<file path="config.mk">
export PLATFORM = sky130hd
export DESIGN_NAME = window_gen_3x3
export DESIGN_NICKNAME = d
export VERILOG_FILES = /design/src/rtl/conv_pkg.sv /design/src/rtl/line_buffer.sv /design/src/rtl/window_gen_3x3.sv
export SDC_FILE = /design/constraint.sdc
export NUM_CORES = 1
export LEC_CHECK = 0
export ABC_CLOCK_PERIOD_IN_PS = 3550
export CORE_UTILIZATION = 40
export CTS_CLUSTER_SIZE = 14
export DETAILED_ROUTE_END_ITERATION = 7
export PLACE_DENSITY = 0.58
export SETUP_SLACK_MARGIN = 0.05
export SYNTH_ARGS = -nofsm -noshare
export SYNTH_HDL_FRONTEND = slang
export SYNTH_SLANG_ARGS = --single-unit
</file>
<file path="constraint.sdc">
create_clock -name i_clk -period 3.55 [get_ports i_clk]
set_input_delay 0.5325 -clock i_clk [delete_from_list [all_inputs] [get_ports i_clk]]
set_output_delay 0.5325 -clock i_clk [all_outputs]
set_load 0.01 [all_outputs]
</file>
<file path="src/rtl/conv_pkg.sv">
// conv_pkg
//   Shared definitions for the 3x3 window generator and the convolution stage
//   that consumes its windows.
//   - Default pixel format (integer + fractional bits) and the derived pixel width.
//   - pixel_t: one fixed-point pixel at the default width.
//   - Window geometry constants and a helper that gives the packed window width.
//   - state_e: window generator phase (filling line buffers / streaming windows).
package conv_pkg;

  localparam int DEFAULT_INTEGER_BITS     = 8;
  localparam int DEFAULT_FIXED_POINT_BITS = 4;
  localparam int PIXEL_W                  = DEFAULT_INTEGER_BITS + DEFAULT_FIXED_POINT_BITS;
  localparam int WINDOW_DIM               = 3;
  localparam int WINDOW_PIXELS            = WINDOW_DIM * WINDOW_DIM;

  typedef logic [PIXEL_W-1:0] pixel_t;

  typedef enum logic [0:0] {
    S_FILL   = 1'b0,
    S_STREAM = 1'b1
  } state_e;

  // Packed width of one 3x3 window for a given pixel width.
  function automatic int window_width(input int pw);
    return WINDOW_PIXELS * pw;
  endfunction

endpackage

</file>
<file path="src/rtl/line_buffer.sv">
// line_buffer
//   One image line of storage. A single address serves both the read and the
//   write port; the read is combinational, so on an accepting edge the value
//   read is the one stored before that edge (read-before-write).
//   Contents are not reset: the window generator never emits a window that
//   depends on rows not yet written in the current frame.
// Ports
//   i_clk    clock
//   i_we     write enable (one accepted pixel)
//   i_addr   column address for both ports
//   i_wdata  data written at i_addr
//   o_rdata  data currently stored at i_addr
module line_buffer
  import conv_pkg::*;
#(
  parameter int DEPTH = 32,
  parameter int WIDTH = PIXEL_W,
  parameter int AW    = $clog2(DEPTH)
) (
  input  logic             i_clk,
  input  logic             i_we,
  input  logic [AW-1:0]    i_addr,
  input  logic [WIDTH-1:0] i_wdata,
  output logic [WIDTH-1:0] o_rdata
);

  logic [WIDTH-1:0] mem_q [DEPTH];

  assign o_rdata = mem_q[i_addr];

  // Line storage write port.
  always_ff @(posedge i_clk) begin
    if (i_we) begin
      mem_q[i_addr] <= i_wdata;
    end
  end

endmodule

</file>
<file path="src/rtl/window_gen_3x3.sv">
// window_gen_3x3
//   Turns a raster-order pixel stream into packed 3x3 neighbourhood windows
//   for the convolution stage. Two line buffers hold the previous two rows;
//   a two-column history plus the incoming column forms each window.
// Ports
//   i_clk               clock, rising edge
//   i_rstn              synchronous reset, active low
//   i_pixel             incoming pixel (raster order)
//   i_pixel_valid       i_pixel is valid this cycle
//   i_sof               start of frame, qualified by i_pixel_valid
//   o_pixel_data        packed window, slot k = 3*row_off + col_off at [k*PW +: PW]
//   o_pixel_data_valid  one cycle per emitted window
//   o_frame_done        pulse one cycle after the last pixel of a frame
module window_gen_3x3
  import conv_pkg::*;
#(
  parameter int INTEGER_BITS     = DEFAULT_INTEGER_BITS,
  parameter int FIXED_POINT_BITS = DEFAULT_FIXED_POINT_BITS,
  parameter int IMG_WIDTH        = 32,
  parameter int IMG_HEIGHT       = 32,
  parameter int PW               = INTEGER_BITS + FIXED_POINT_BITS
) (
  input  logic                i_clk,
  input  logic                i_rstn,
  input  logic [PW-1:0]       i_pixel,
  input  logic                i_pixel_valid,
  input  logic                i_sof,
  output logic [9*PW-1:0]     o_pixel_data,
  output logic                o_pixel_data_valid,
  output logic                o_frame_done
);

  localparam int WIN_W = 9 * PW;
  localparam int CW    = $clog2(IMG_WIDTH);
  localparam int RW    = $clog2(IMG_HEIGHT);

  localparam logic [CW-1:0] COL_ZERO  = CW'(0);
  localparam logic [CW-1:0] COL_ONE   = CW'(1);
  localparam logic [CW-1:0] COL_FIRST_WIN = CW'(2);
  localparam logic [CW-1:0] COL_LAST  = CW'(IMG_WIDTH - 1);
  localparam logic [RW-1:0] ROW_ZERO  = RW'(0);
  localparam logic [RW-1:0] ROW_ONE   = RW'(1);
  localparam logic [RW-1:0] ROW_STREAM = RW'(2);
  localparam logic [RW-1:0] ROW_LAST  = RW'(IMG_HEIGHT - 1);

  // A column of the window: [0*PW] = row r-2 (top), [1*PW] = row r-1, [2*PW] = row r.
  typedef logic [3*PW-1:0] column_t;

  logic [CW-1:0]    col_q, col_d, eff_col_s;
  logic [RW-1:0]    row_q, row_d, eff_row_s;
  state_e           state_q, state_d, cur_state_s;
  column_t [1:0]    hist_q, hist_d;
  column_t [2:0]    cols_s;
  logic [WIN_W-1:0] win_s;
  logic [WIN_W-1:0] data_q, data_d;
  logic             valid_q, done_q;
  logic             sof_s, emit_s, last_s;
  logic [PW-1:0]    line_a_rd_s, line_b_rd_s;

  assign sof_s = i_pixel_valid & i_sof;

  // A start-of-frame pixel is placed at (0,0) whatever the counters say.
  assign eff_col_s   = sof_s ? COL_ZERO : col_q;
  assign eff_row_s   = sof_s ? ROW_ZERO : row_q;
  assign cur_state_s = sof_s ? S_FILL : state_q;

  // lineA holds row r-1; lineB receives what lineA held, so it holds row r-2.
  line_buffer #(.DEPTH(IMG_WIDTH), .WIDTH(PW), .AW(CW)) u_line_a (
    .i_clk  (i_clk),
    .i_we   (i_pixel_valid),
    .i_addr (eff_col_s),
    .i_wdata(i_pixel),
    .o_rdata(line_a_rd_s)
  );

  line_buffer #(.DEPTH(IMG_WIDTH), .WIDTH(PW), .AW(CW)) u_line_b (
    .i_clk  (i_clk),
    .i_we   (i_pixel_valid),
    .i_addr (eff_col_s),
    .i_wdata(line_a_rd_s),
    .o_rdata(line_b_rd_s)
  );

  // Raster position counters.
  always_comb begin
    col_d = col_q;
    row_d = row_q;
    if (i_pixel_valid) begin
      if (eff_col_s == COL_LAST) begin
        col_d = COL_ZERO;
        if (eff_row_s == ROW_LAST) begin
          row_d = ROW_ZERO;
        end else begin
          row_d = eff_row_s + ROW_ONE;
        end
      end else begin
        col_d = eff_col_s + COL_ONE;
        row_d = eff_row_s;
      end
    end else begin
      col_d = col_q;
      row_d = row_q;
    end
  end

  // Phase tracking: no windows until the third row of a frame arrives.
  always_comb begin
    state_d = cur_state_s;
    case (cur_state_s)
      S_FILL: begin
        if (i_pixel_valid && (row_d == ROW_STREAM)) begin
          state_d = S_STREAM;
        end else begin
          state_d = S_FILL;
        end
      end
      S_STREAM: begin
        if (i_pixel_valid && (row_d == ROW_ZERO)) begin
          state_d = S_FILL;
        end else begin
          state_d = S_STREAM;
        end
      end
      default: state_d = S_FILL;
    endcase
  end

  // Window assembly: two history columns plus the column arriving now.
  always_comb begin
    cols_s[0] = hist_q[0];
    cols_s[1] = hist_q[1];
    cols_s[2] = {i_pixel, line_a_rd_s, line_b_rd_s};
    win_s     = {WIN_W{1'b0}};
    for (int dr = 0; dr < 3; dr++) begin
      for (int dc = 0; dc < 3; dc++) begin
        win_s[(3*dr+dc)*PW +: PW] = cols_s[dc][dr*PW +: PW];
      end
    end
  end

  // Emission control and next values for history and the output window.
  always_comb begin
    // Columns 0 and 1 would wrap across a line boundary, so they never emit.
    emit_s = i_pixel_valid && (cur_state_s == S_STREAM) && (eff_col_s >= COL_FIRST_WIN);
    last_s = i_pixel_valid && (eff_row_s == ROW_LAST) && (eff_col_s == COL_LAST);
    if (i_pixel_valid) begin
      hist_d[0] = hist_q[1];
      hist_d[1] = cols_s[2];
    end else begin
      hist_d = hist_q;
    end
    if (emit_s) begin
      data_d = win_s;
    end else begin
      data_d = data_q;
    end
  end

  // State, counters, history and registered outputs.
  always_ff @(posedge i_clk) begin
    if (!i_rstn) begin
      col_q   <= COL_ZERO;
      row_q   <= ROW_ZERO;
      state_q <= S_FILL;
      hist_q  <= {2{{(3*PW){1'b0}}}};
      data_q  <= {WIN_W{1'b0}};
      valid_q <= 1'b0;
      done_q  <= 1'b0;
    end else begin
      col_q   <= col_d;
      row_q   <= row_d;
      state_q <= state_d;
      hist_q  <= hist_d;
      data_q  <= data_d;
      valid_q <= emit_s;
      done_q  <= last_s;
    end
  end

  assign o_pixel_data       = data_q;
  assign o_pixel_data_valid = valid_q;
  assign o_frame_done       = done_q;

endmodule

</file>
==> results of run 1 <==
power groups by stage:
stage | Combinational (mW) | Clock, mW | Sequential [mW]
2_1_floorplan | 0.854 | 0 | 12.7
3_3_place_gp | 1.53 | 0 | 12.7
3_5_place_dp | 1.57 | 0 | 12.7
4_1_cts | 1.57 | 10.1 | 12.5
5_1_grt | 1.68 | 10.5 | 12.5
6_report | 1.57 | 9.89 | 12.5
registers in the layout, summed over array words and instances (netlist names):
signal,flops
cols_s,72
o_frame_done,1
col_q,5
o_pixel_data,108
o_pixel_data_valid,1
state_q,1
u_line_b.mem_q,384
row_q,5
u_line_a.mem_q,384
per-stage QoR:
step | total power, mW | setup slack, ns | setup TNS (ns) | cells
after CTS | 24.1 | 0.168 | 0 | 4201
after detailed placement | 14.3 | -0.0150 | -0.328 | 4023
after global routing | 24.7 | 0.0739 | 0 | 4201
after floorplan | 13.5 | 0.359 | 0 | 2683
final | 23.9 | 0.145 | 0 | 4201
after global placement | 14.2 | 0.0436 | 0 | 4023
cell families (layout without fill, tap and decap cells):
family	Yosys count	count (layout)	share of synthesized area (%)
flops	961	961	71.6
compound gates	665	665	11.3
simple gates	585	585	6.71
mux	246	246	7.43
buf+inv	218	482	2.67
fa+ha+maj	7	7	0.233
xor+xnor	1	1	0.0233
placed cells by master (no fill, tap or decap), types with 48 or more instances in the layout:
cell type | synthesis | layout
edfxtp_1 | 768 | 768
nor2_1 | 210 | 178
clkbuf_16 | 0 | 100
o221ai_1 | 58 | 58
buf_4 | 20 | 134
o21ai_0 | 125 | 125
mux2i_1 | 186 | 186
dfxtp_1 | 193 | 190
clkdlybuf4s50_1 | 0 | 122
a211oi_1 | 48 | 48
a21oi_1 | 235 | 235
nand2_1 | 263 | 263
routing by layer:
metal,share of wire [%],track usage [%],up-vias
li1,-,-,10600
met1,44,29.3,11700
met2,46,33.1,931
met3,8.1,4.31,121
met4,1.8,5.30,0
met5,0,0,-
final timing paths:
check,to,slack (ns),depth (start not counted),from
worst max-delay path,u_line_b.mem_q[14][10]$_DFFE_PP_,0.15,8,col_q[0]$_SDFFE_PN0P_
worst min-delay path,col_q[4]$_SDFFE_PN0P_,0.35,3,i_pixel_valid
worst min register to register,o_pixel_data[9]$_SDFFE_PN0P_,0.45,2,cols_s[9]$_SDFFE_PN0P_
worst max register to register,u_line_b.mem_q[14][10]$_DFFE_PP_,0.15,8,col_q[0]$_SDFFE_PN0P_
worst min-delay path, cell delays in order:
cell and delay (ns):
buf_6 0.19, mux2i_1 0.16, nor2_1 0.08
area by class of cell:
class,instances,area (um2)
Inverter,19,75.1
Sequential cell,961,26900
Fill cell,8056,48900
Clock buffer,134,2760
Tap cell,1254,1570
Clock inverter,44,343
Timing Repair Buffer,285,2770
Multi-Input combinational cell,1504,9800
==> flow_summary.ini, run 1 <==
[cts]
post_cts_buffers = 0
clock_path_buffers = 3
htreeDepth = 3
clkSinkCount = 961
cts_root_buf = clkbuf_16
clk_pin_slew_ns = 0.06
clock_latency_ns = 0.68
cts_tree = yes
cts_buffers = 96
cts_resized = 0
hold_buffers = 0

[grt]
grt_pass1_vias = 22900
grt_usage_pct = 20.9
antenna_found_initial = 0
overflow = 0
grt_first_pass_wirelength_mm = 148
grt_max_degree = 92

[final_layout]
final_core_util_pct = 47.5
insertedDiodeCount = 0
nets = 2890
fin_area_mm2 = 0.0443
syn_to_final_growth_pct = 17.6
drive_gt1_share_pct = 14.7

[timing]
report.final.hold_viol_count = 0
drv_slew = 0
holdWs_ns = 0.355
fmax_ghz = 0.294
max_slew_margin_pct = 32.2
rsz0062_at_grt = no
tightest_slew_ns = 1.01
fin_crit_ns = 3.40
setup-violations-final = 0
fin_skew_ns = 0.0225
finalCritPeriodShare_pct = 95.9

[floorplan]
coreArea_mm2 = 0.0932
dieHeight_um = 309
die_w_um = 309
die_area_mm2 = 0.0953
num_rows = 112
start_util_pct = 40.4
pin_count = 126

[worst_setup_path]
cp_top_family = compound AO/OA/AOI/OAI gates
endpoint_kind = register
crit_path_frequent_cell = o22ai_1
crit_required_ns = 3.94
cpPeakStageDelay_ns = 0.74
cp_num_buf_inv = 4
startpoint_type = register
critPathArrivalTime_ns = 3.80
slowest_stage = a2111oi_2
critPathKind = register to register
cp_max_fo = 32
cp_cell_sequence = inv_2 -> o21ai_1 -> o22ai_1 -> o22ai_1 -> a2111oi_2 -> buf_4 -> inv_1 -> buf_12

[place]
dp_hpwl_mm = 63.5
gp_congestion = 0.895
post_dp_cell_area_mm2 = 0.0411
numPortBuffers = 125

[pwr]
pwr-share-comb_pct = 6.5
pwr-share-clk_pct = 41.3
internal_power_mw = 18.6
peakVddDrop_v = 0.000368
seqPwrFrac_pct = 52.2
leakagePower_nw = 14.6
switching_share_pct = 22.4
power_density_mw_per_mm2 = 541
switching_power_mw = 5.35

[detailed_routing]
num_vias = 23300
ant_nets = 0
routed_via_density = 5.54
first_pass_iters = 6
wl_per_cell_um = 23.8
drt_iter0_drc = 2721
wl_mm = 100
drc = 0

[worst_hold_path]
hold_path_class = input port to register

[logic_synthesis]
synth_edf_count = 768
yosys.area.top_type = edfxtp_1
ys_types = 65
synth_warnings = 0
synth_top_flop_cell = edfxtp_1
synth-async-reset-ratio_pct = 0
seq_area_frac_synth_pct = 71.6
yosysMostFrequentCell = edfxtp_1
synth_area_mm2 = 0.0376
synth-seq-cells = 961
synth_common_cells = 768 x edfxtp_1, 263 x nand2_1, 235 x a21oi_1, 210 x nor2_1, 193 x dfxtp_1
postSynthCellCount = 2683
ys_top_cells_by_area = edfxtp_1 61%, dfxtp_1 10%, mux2i_1 4.9%
synth_nets = 2706
syn-mean-instance-area_um2 = 14.0
synth_top_area_share_pct = 61.3

[run_status]
status = finished, final reports clean

[job]
max-cap-violations = 0
No activity file was read; power rests on OpenSTA's default activity.
==> inputs of run 2 (changes only) <==
--- a/config.mk
+++ b/config.mk
@@ -13,2 +13,3 @@
 export SETUP_SLACK_MARGIN = 0.05
+export SLEW_MARGIN = 20
 export SYNTH_ARGS = -nofsm -noshare
--- a/constraint.sdc
+++ b/constraint.sdc
@@ -3,2 +3,2 @@
 set_output_delay 0.5325 -clock i_clk [all_outputs]
-set_load 0.01 [all_outputs]
+set_load 0.02 [all_outputs]
==> results of run 2 <==
The final DEF is identical to that of run 1. Status: finished, final reports clean.
==> inputs of run 3 (changes only) <==
CORE_ASPECT_RATIO = 1.1   (was unset)
SKIP_CTS_REPAIR_TIMING = 1   (was unset)
==> flow_summary.ini, run 3 (synthesized netlist as in run 1, its figures left out) <==
[pwr]
leakagePower_nw = 14.5
peakVddDrop_v = 0.000325
power_density_mw_per_mm2 = 534
finalPower_mw = 23.5

[final_layout]
insertedDiodeCount = 0
nets = 2883
most-common-layout-cells = 768 x edfxtp_1, 263 x nand2_1, 235 x a21oi_1
drive_gt1_share_pct = 14.5
syn_to_final_growth_pct = 17.1
final_core_util_pct = 47.5
final_common_cell = edfxtp_1

[worst_setup_path]
ff2ff_setup_slack_ns = 0.23
cpPeakStageDelay_ns = 0.62
r2r_cells = 8
reg2reg_to = u_line_b.mem_q[3][3]$_DFFE_PP_
startpoint_type = register
cp_max_fo = 67
critPathKind = register to register
endpoint_kind = register
slowest_stage = a2111oi_2
critPathArrivalTime_ns = 3.71
cp_cell_sequence = buf_12 -> mux2_2 -> o22ai_1 -> o22ai_1 -> a2111oi_2 -> buf_4 -> inv_1 -> buf_12
worstReg2RegStart = col_q[0]$_SDFFE_PN0P_
crit_required_ns = 3.94

[detailed_routing]
drt_iter0_drc = 2360
first_pass_iters = 6
wl_mm = 102
routed_via_density = 5.62
ant_nets = 0
num_vias = 23500
wl_per_cell_um = 24.3
drc = 0

[timing]
rsz0062_at_grt = no
drv_slew = 0
fin_skew_ns = 0.0188
max_slew_margin_pct = 38.1
finalCritPeriodShare_pct = 93.6
fin_crit_ns = 3.32
tightest_slew_ns = 0.927
tns_ns = 0
report.final.hold_viol_count = 0
setup-violations-final = 0
fmax_ghz = 0.301

[place]
gp_congestion = 0.902
dp_hpwl_mm = 64.7
numPortBuffers = 125

[floorplan]
pin_count = 126
die_w_um = 294
dieHeight_um = 324
coreArea_mm2 = 0.0928
num_rows = 117
start_util_pct = 40.5
die_area_mm2 = 0.0953

[grt]
grtUsageMet2_pct = 34.1
grt_pass1_vias = 22800
top_usage_layer = met2
grt_max_degree = 97
overflow = 0
met3_usage_pct = 3.71
grt_use_met1_pct = 29.4
grt_first_pass_wirelength_mm = 150
antenna_found_initial = 0
grt_usage_pct = 21.3

[worst_hold_path]
hold-path-cell-count = 2
hold_path_class = input port to register
hp-start = i_pixel_valid
min_to = cols_s[48]$_SDFFE_PN0P_

[cts]
clock_latency_ns = 0.66
clock_path_buffers = 3
htreeDepth = 3
clkSinkCount = 961
clk_pin_slew_ns = 0.07
cts_tree = yes
cts_buffers = 90
cts_root_buf = clkbuf_16

[job]
max-cap-violations = 0

[run_status]
status = finished, final reports clean
-- run 3: changes by cell type in the layout (fill, tap and decap cells not counted), sizes merged --
cell,previous run,this run
inv,21,22
buf,163,162
clkinv,38,32
clkbuf,134,122
bufinv,3,4
clkinvlp,1,3
-- run 3: per-stage QoR --
| step | hold slack [ns] | cells | cell area [um2] | setup slack, ns |
|---|---|---|---|---|
| 4_1_cts | 0.167 | 4181 | 44000 | 0.239 |
| 2_1_floorplan | 0.431 | 2683 | 37600 | 0.359 |
| 6_report | 0.211 | 4181 | 44000 | 0.228 |
| 3_3_place_gp | 0.442 | 4017 | 41200 | 0.183 |
| 3_5_place_dp | 0.446 | 4017 | 41200 | 0.109 |
| 5_1_grt | 0.220 | 4181 | 44000 | 0.178 |
-- run 3: critical path, delay by kind of cell, from the launching register on --
| kind | cells | cell delay, ns |
|---|---|---|
| buffers and inverters | 4 | 0.83 |
| AO/OA/AOI/OAI | 3 | 1.15 |
| multiplexers | 1 | 0.40 |
| flip-flops | 1 | 0.59 |
-- run 3: worst max-delay path by stage --
stage / start / to / depth (start not counted)
finish: col_q[0]$_SDFFE_PN0P_ / u_line_b.mem_q[3][3]$_DFFE_PP_ / 8
global route: col_q[0]$_SDFFE_PN0P_ / u_line_b.mem_q[12][3]$_DFFE_PP_ / 8
CTS: col_q[0]$_SDFFE_PN0P_ / u_line_b.mem_q[12][3]$_DFFE_PP_ / 8
detailed placement: i_sof / u_line_b.mem_q[15][3]$_DFFE_PP_ / 10
global placement: i_sof / u_line_b.mem_q[12][3]$_DFFE_PP_ / 10
floorplan: i_sof / u_line_a.mem_q[10][0]$_DFFE_PP_ / 6
-- run 3: cell type report --
| type | count | area, um2 |
|---|---|---|
| Timing Repair Buffer | 284 | 2790 |
| Multi-Input combinational cell | 1504 | 9800 |
| Clock inverter | 42 | 340 |
| Tap cell | 1249 | 1560 |
| Sequential cell | 961 | 26900 |
| Inverter | 19 | 75.1 |
| Fill cell | 8095 | 48800 |
| Clock buffer | 122 | 2540 |
-- run 3: per-layer routing --
metal	up-vias	wire length, um
li1	10600	-
met1	11800	44000
met2	955	47900
met3	140	7180
met4	0	2360
met5	-	0
-- run 3: power breakdown --
| group | internal (mW) | switching, mW | leakage (nW) | total [mW] |
|---|---|---|---|---|
| Sequential | 12.4 | 0.0780 | 8.49 | 12.5 |
| Clock | 5.33 | 4.13 | 1.43 | 9.46 |
| Combinational | 0.523 | 1.07 | 4.55 | 1.59 |
